==> config.mk <==
export PLATFORM = sky130hd
export DESIGN_NAME = monobit_bit_framer
export DESIGN_NICKNAME = d
export VERILOG_FILES = /design/src/rtl/monobit_bit_framer.sv
export SDC_FILE = /design/constraint.sdc
export NUM_CORES = 1
export LEC_CHECK = 0
export CAP_MARGIN = 10
export CORE_UTILIZATION = 53
export CTS_CLUSTER_DIAMETER = 40
export DETAILED_ROUTE_END_ITERATION = 8
export PLACE_DENSITY = 0.75
export SLEW_MARGIN = 20
export SYNTH_ARGS = -nofsm -noshare
export SYNTH_HDL_FRONTEND = slang
export SYNTH_SLANG_ARGS = --single-unit
==> constraint.sdc <==
create_clock -name clk -period 2.95 [get_ports clk]
set_input_delay 0.295 -clock clk [delete_from_list [all_inputs] [get_ports clk]]
set_output_delay 0.295 -clock clk [all_outputs]
set_load 0.05 [all_outputs]
==> src/rtl/monobit_bit_framer.sv <==
// monobit_bit_framer: synchronizes an async entropy bit stream, buffers it and frames it into SEQ_LEN-bit sequences.
// Define MONOBIT_FRAMER_VN_EN to insert a von Neumann corrector ahead of the FIFO.
module monobit_bit_framer #(
    parameter int SEQ_LEN     = 128,
    parameter int FIFO_DEPTH  = 4,
    parameter int SYNC_STAGES = 2,
    parameter int OVF_W       = 8
) (
    input  logic             clk,
    input  logic             rst_n,
    input  logic             enable_i,
    input  logic             raw_bit_i,
    input  logic             raw_clk_i,
    output logic             epsilon_vld_o,
    input  logic             epsilon_rdy_i,
    output logic             epsilon_dat_o,
    output logic             seq_first_o,
    output logic             seq_last_o,
    output logic [15:0]      seq_cnt_o,
    output logic             overflow_o,
    output logic [OVF_W-1:0] ovf_cnt_o
);
    localparam int PW = $clog2(FIFO_DEPTH);
    localparam int IW = $clog2(SEQ_LEN);

    logic [SYNC_STAGES-1:0] bit_sync_q, clk_sync_q;
    logic                   clk_prev_q;
    logic                   sample, sbit, push, push_bit;
    logic [FIFO_DEPTH-1:0]  mem_q;
    logic [PW-1:0]          rd_ptr_q, rd_ptr_d, wr_ptr_q, wr_ptr_d;
    logic [PW:0]            count_q, count_d;
    logic [IW-1:0]          idx_q, idx_d;
    logic [15:0]            seq_cnt_q, seq_cnt_d;
    logic                   ovf_q, ovf_d;
    logic [OVF_W-1:0]       ovf_cnt_q, ovf_cnt_d;
    logic                   full, pop, wr, drop, at_last;

    assign sample = clk_sync_q[SYNC_STAGES-1] & ~clk_prev_q & enable_i;
    assign sbit   = bit_sync_q[SYNC_STAGES-1];

`ifdef MONOBIT_FRAMER_VN_EN
    typedef enum logic {EMPTY, HALF} pair_e;
    pair_e state_q, state_d;
    logic  b0_q, b0_d;

    always_comb begin
        state_d  = state_q;
        b0_d     = b0_q;
        push     = 1'b0;
        push_bit = b0_q;
        if (!enable_i)
            state_d = EMPTY;
        else if (sample) begin
            state_d = state_q == EMPTY ? HALF : EMPTY;
            b0_d    = state_q == EMPTY ? sbit : b0_q;
            push    = state_q == HALF && b0_q != sbit;
        end
    end

    always_ff @(posedge clk or negedge rst_n) begin
        if (!rst_n) begin
            state_q <= EMPTY;
            b0_q    <= 1'b0;
        end else begin
            state_q <= state_d;
            b0_q    <= b0_d;
        end
    end
`else
    assign push     = sample;
    assign push_bit = sbit;
`endif

    assign full          = count_q == (PW+1)'(FIFO_DEPTH);
    assign at_last       = idx_q == IW'(SEQ_LEN - 1);
    assign epsilon_vld_o = (count_q != '0) & enable_i;
    assign epsilon_dat_o = epsilon_vld_o & mem_q[rd_ptr_q];
    assign seq_first_o   = epsilon_vld_o & (idx_q == '0);
    assign seq_last_o    = epsilon_vld_o & at_last;
    assign seq_cnt_o     = seq_cnt_q;
    assign overflow_o    = ovf_q;
    assign ovf_cnt_o     = ovf_cnt_q;
    assign pop           = epsilon_vld_o & epsilon_rdy_i;
    // A pop in the same cycle frees the slot, so a full FIFO still accepts the push.
    assign wr            = push & (~full | pop);
    assign drop          = push & full & ~pop;

    always_comb begin
        rd_ptr_d  = pop ? rd_ptr_q + PW'(1) : rd_ptr_q;
        wr_ptr_d  = wr ? wr_ptr_q + PW'(1) : wr_ptr_q;
        count_d   = count_q + (PW+1)'(wr) - (PW+1)'(pop);
        idx_d     = pop ? (at_last ? '0 : idx_q + IW'(1)) : idx_q;
        seq_cnt_d = pop && at_last ? seq_cnt_q + 16'd1 : seq_cnt_q;
        ovf_d     = ovf_q | drop;
        ovf_cnt_d = drop && !(&ovf_cnt_q) ? ovf_cnt_q + OVF_W'(1) : ovf_cnt_q;
        if (!enable_i) begin
            rd_ptr_d = '0;
            wr_ptr_d = '0;
            count_d  = '0;
            idx_d    = '0;
        end
    end

    always_ff @(posedge clk or negedge rst_n) begin
        if (!rst_n) begin
            bit_sync_q <= '0;
            clk_sync_q <= '0;
            clk_prev_q <= 1'b0;
            mem_q      <= '0;
            rd_ptr_q   <= '0;
            wr_ptr_q   <= '0;
            count_q    <= '0;
            idx_q      <= '0;
            seq_cnt_q  <= '0;
            ovf_q      <= 1'b0;
            ovf_cnt_q  <= '0;
        end else begin
            bit_sync_q <= {bit_sync_q[SYNC_STAGES-2:0], raw_bit_i};
            clk_sync_q <= {clk_sync_q[SYNC_STAGES-2:0], raw_clk_i};
            clk_prev_q <= clk_sync_q[SYNC_STAGES-1];
            if (wr)
                mem_q[wr_ptr_q] <= push_bit;
            rd_ptr_q   <= rd_ptr_d;
            wr_ptr_q   <= wr_ptr_d;
            count_q    <= count_d;
            idx_q      <= idx_d;
            seq_cnt_q  <= seq_cnt_d;
            ovf_q      <= ovf_d;
            ovf_cnt_q  <= ovf_cnt_d;
        end
    end
endmodule
==> results.cfg <==
[logic_synthesis]
syn_area_per_cell_um2 = 11.8
syn_inst = 198
synth_cell_type_count = 40
netlist_area_mm2 = 0.00233
synth_fp_nets = 215
ys_seq_area_share_pct = 51.6
yosysWarnings = 0
ys_ff_latch = 48

[die]
pin_count = 35
die_area_mm2 = 0.00466
die_w_um = 68.3
die_h_um = 68.3
core_mm2 = 0.00412
num_rows = 23
start_util_pct = 56.6

[clock_tree]
ctsResizeCount = 0
cts-buffers-inserted = 5
cts_root_buffer = clkbuf_8
clk_latency_ns = 0.30
clock_path_buffers = 2
htree_levels = 2
cts_tree = done
ctsHoldBuffers = 0
path_clk_slew_ns = 0.09
cts_setup_buffers = 0
clkSinkCount = 48

[critical_path]
crit_arrival_ns = 2.34
worstPathRequired_ns = 2.65
reg2reg_to = count_q[2]
worst_setup_path_start_kind = register
r2r_cells = 11
criticalPathCategory = reg -> out
crit_path_end_kind = output pin
regToRegSetupSlack_ns = 0.37
cp_max_fo = 7
r2r-start = count_q[1]

[power]
seq_power_share_pct = 49.3
pwr-share-comb_pct = 24.8
p_clk_share_pct = 25.9
p_leak_nw = 1.30
swShare_pct = 32.0
peakVddDrop_v = 0.000313
total_power_w = 0.00161
p_int_w = 0.00110
power_density_mw_per_mm2 = 570
p_switching_w = 0.000515

[route]
vias_per_cell = 5.50
drt-initial-drc-count = 53
totalWireLength_um = 4360
drt-pass1-iter-count = 4
wire_per_inst_um = 15.1
drc = 0
drtAntennaViolNets = 0
vias = 1590

[final_layout]
stdcell_area_mm2 = 0.00283
layoutNonFillerInstCount = 289
nets = 256
drive_gt1_share_pct = 11.3
diodes = 0
areaGrowthSynthToFinish_pct = 21.6

[sta]
hold_violations = 13
timing.hold.ws_ns = -0.0150
tns_ns = 0
fmax_mhz = 380
tightest_slew_ns = 0.587
setup_violations = 0
min_period_ns = 2.63
post-route-period-util_pct = 89.3
worst_clock_skew_ns = 0.00744
final-max-slew-violation-count = 0
slew_headroom_pct = 60.9
rsz0062_at_grt = false

[global_routing]
grt.total_usage_pct = 21.6
grt_pass1_wl_um = 7210
grt_max_degree = 49
antenna_found_initial = 0
gr-total-overflow = 0
grt_pass1_vias = 1592

[placement]
gp_congestion = 0.724
hpwl_um = 3160
dpl_cell_area_mm2 = 0.00273
port_buffers = 34
dp.cells = 282

[job]
drv_cap = 0

[run_status]
violations = negative hold slack
status = finished, violations left

[hold_path]
hp-class = in -> async
area by class of cell:
class                   instances  area [um2]
well taps                      50        62.6
clock buffers                   7        96.3
inverters                      11        41.3
fillers                       292        1280
multi-input cells             136        1070
repair buffers                 37         358
flip-flops and latches         48        1200
power by group through the flow:
| stage | sequential [W] | combinational [W] | clock, W |
|---|---|---|---|
| global placement | 0.000800 | 0.000388 | 0 |
| floorplan | 0.000841 | 0.000237 | 0 |
| detailed placement | 0.000808 | 0.000402 | 0 |
| CTS | 0.000796 | 0.000404 | 0.000430 |
| finish | 0.000795 | 0.000400 | 0.000417 |
| global route | 0.000807 | 0.000443 | 0.000453 |
Yosys cell counts:
cell type | n | area share, %
mux2i_1 | 1 | 0.43
and2b_1 | 1 | 0.32
nand3_1 | 12 | 2.6
fa_1 | 1 | 0.86
nor4_4 | 2 | 1.8
inv_1 | 11 | 1.8
a21o_1 | 1 | 0.32
xor2_1 | 8 | 3.0
ha_1 | 10 | 5.4
o21bai_1 | 1 | 0.32
and4_1 | 3 | 1.1
nand4_1 | 8 | 2.2
nor4bb_1 | 1 | 0.43
nand2b_1 | 4 | 1.1
clkbuf_1 | 1 | 0.16
nor2b_1 | 1 | 0.27
xnor2_1 | 20 | 7.5
o21ai_0 | 2 | 0.43
o21ba_2 | 1 | 0.43
buf_2 | 2 | 0.43
nor4b_4 | 1 | 1.0
a22o_1 | 1 | 0.38
nand2_1 | 19 | 3.1
o311ai_4 | 1 | 1.1
nor2_1 | 8 | 1.3
mux4_2 | 1 | 0.97
o31a_1 | 1 | 0.38
a31oi_1 | 1 | 0.27
mux2_2 | 7 | 3.4
and3_1 | 4 | 1.1
nor4_2 | 1 | 0.54
o211a_1 | 1 | 0.43
nor3_1 | 6 | 1.3
nor4_1 | 1 | 0.27
and2_1 | 1 | 0.27
o211ai_2 | 1 | 0.54
o31ai_1 | 2 | 0.64
a21oi_1 | 1 | 0.21
dfrtp_1 | 48 | 52
and3b_1 | 1 | 0.38
through the flow:
step                      worst slack [ns]  utilization, %
after floorplan                      0.236               -
after global placement               0.278            66.4
after detailed placement             0.142            66.4
after CTS                            0.308            68.7
after global routing                 0.198            68.8
final                                0.315            68.8
registers in the layout, indices dropped and copies added, names as in the netlist:
name and cells:
count_q 3, clk_prev_q 1, overflow_o 1, clk_sync_q 2
seq_cnt_o 16, ovf_cnt_o 8, wr_ptr_q 2, mem_q 4
bit_sync_q 2, idx_q 7, rd_ptr_q 2
worst max-delay path, cell delays in order (launching register included):
cell,delay (ns)
dfrtp_1,0.59
nor3_1,0.17
nand2b_1,0.25
nor3_1,0.20
clkdlybuf4s50_1,0.83
worst max path at each step:
stage                     startpoint            end  slack (ns)  depth (start not counted)
final                     count_q[1]     seq_last_o        0.32                          4
after CTS                 count_q[1]     seq_last_o        0.31                          4
after detailed placement    enable_i     count_q[2]        0.14                         12
after global placement      enable_i     count_q[2]        0.28                         12
after global routing      count_q[1]  epsilon_dat_o        0.20                          4
after floorplan           count_q[1]    seq_first_o        0.24                          3
cell usage in the layout (no fill, tap or decap), types with 3 or more instances in the layout:
| cell | instances |
|---|---|
| and4_1 | 3 |
| nand3_1 | 12 |
| buf_4 | 5 |
| nor2_1 | 8 |
| xnor2_1 | 20 |
| xor2_1 | 8 |
| nand2_1 | 19 |
| nor3_1 | 6 |
| and3_1 | 4 |
| clkdlybuf4s50_1 | 32 |
| clkbuf_8 | 7 |
| mux2_2 | 7 |
| dfrtp_1 | 48 |
| inv_1 | 11 |
| nand4_1 | 8 |
| ha_1 | 10 |
| nand2b_1 | 4 |
kinds of logic after synthesis:
kind of cell,synth area share (%)
multiplexers,4.79
buffers and inverters,2.37
XOR/XNOR,10.5
AO/OA/AOI/OAI,5.48
flip-flops,51.6
adder cells (fa/ha/maj),6.24
AND/OR/NAND/NOR,19.0
routing by layer:
| metal | share of wire (%) | track usage [%] |
|---|---|---|
| met4 | 1.4 | 8.33 |
| met5 | 0 | 0 |
| met2 | 50 | 37.0 |
| met3 | 3.0 | 5.17 |
| met1 | 46 | 25.9 |
(Power assumes the default switching activity.)
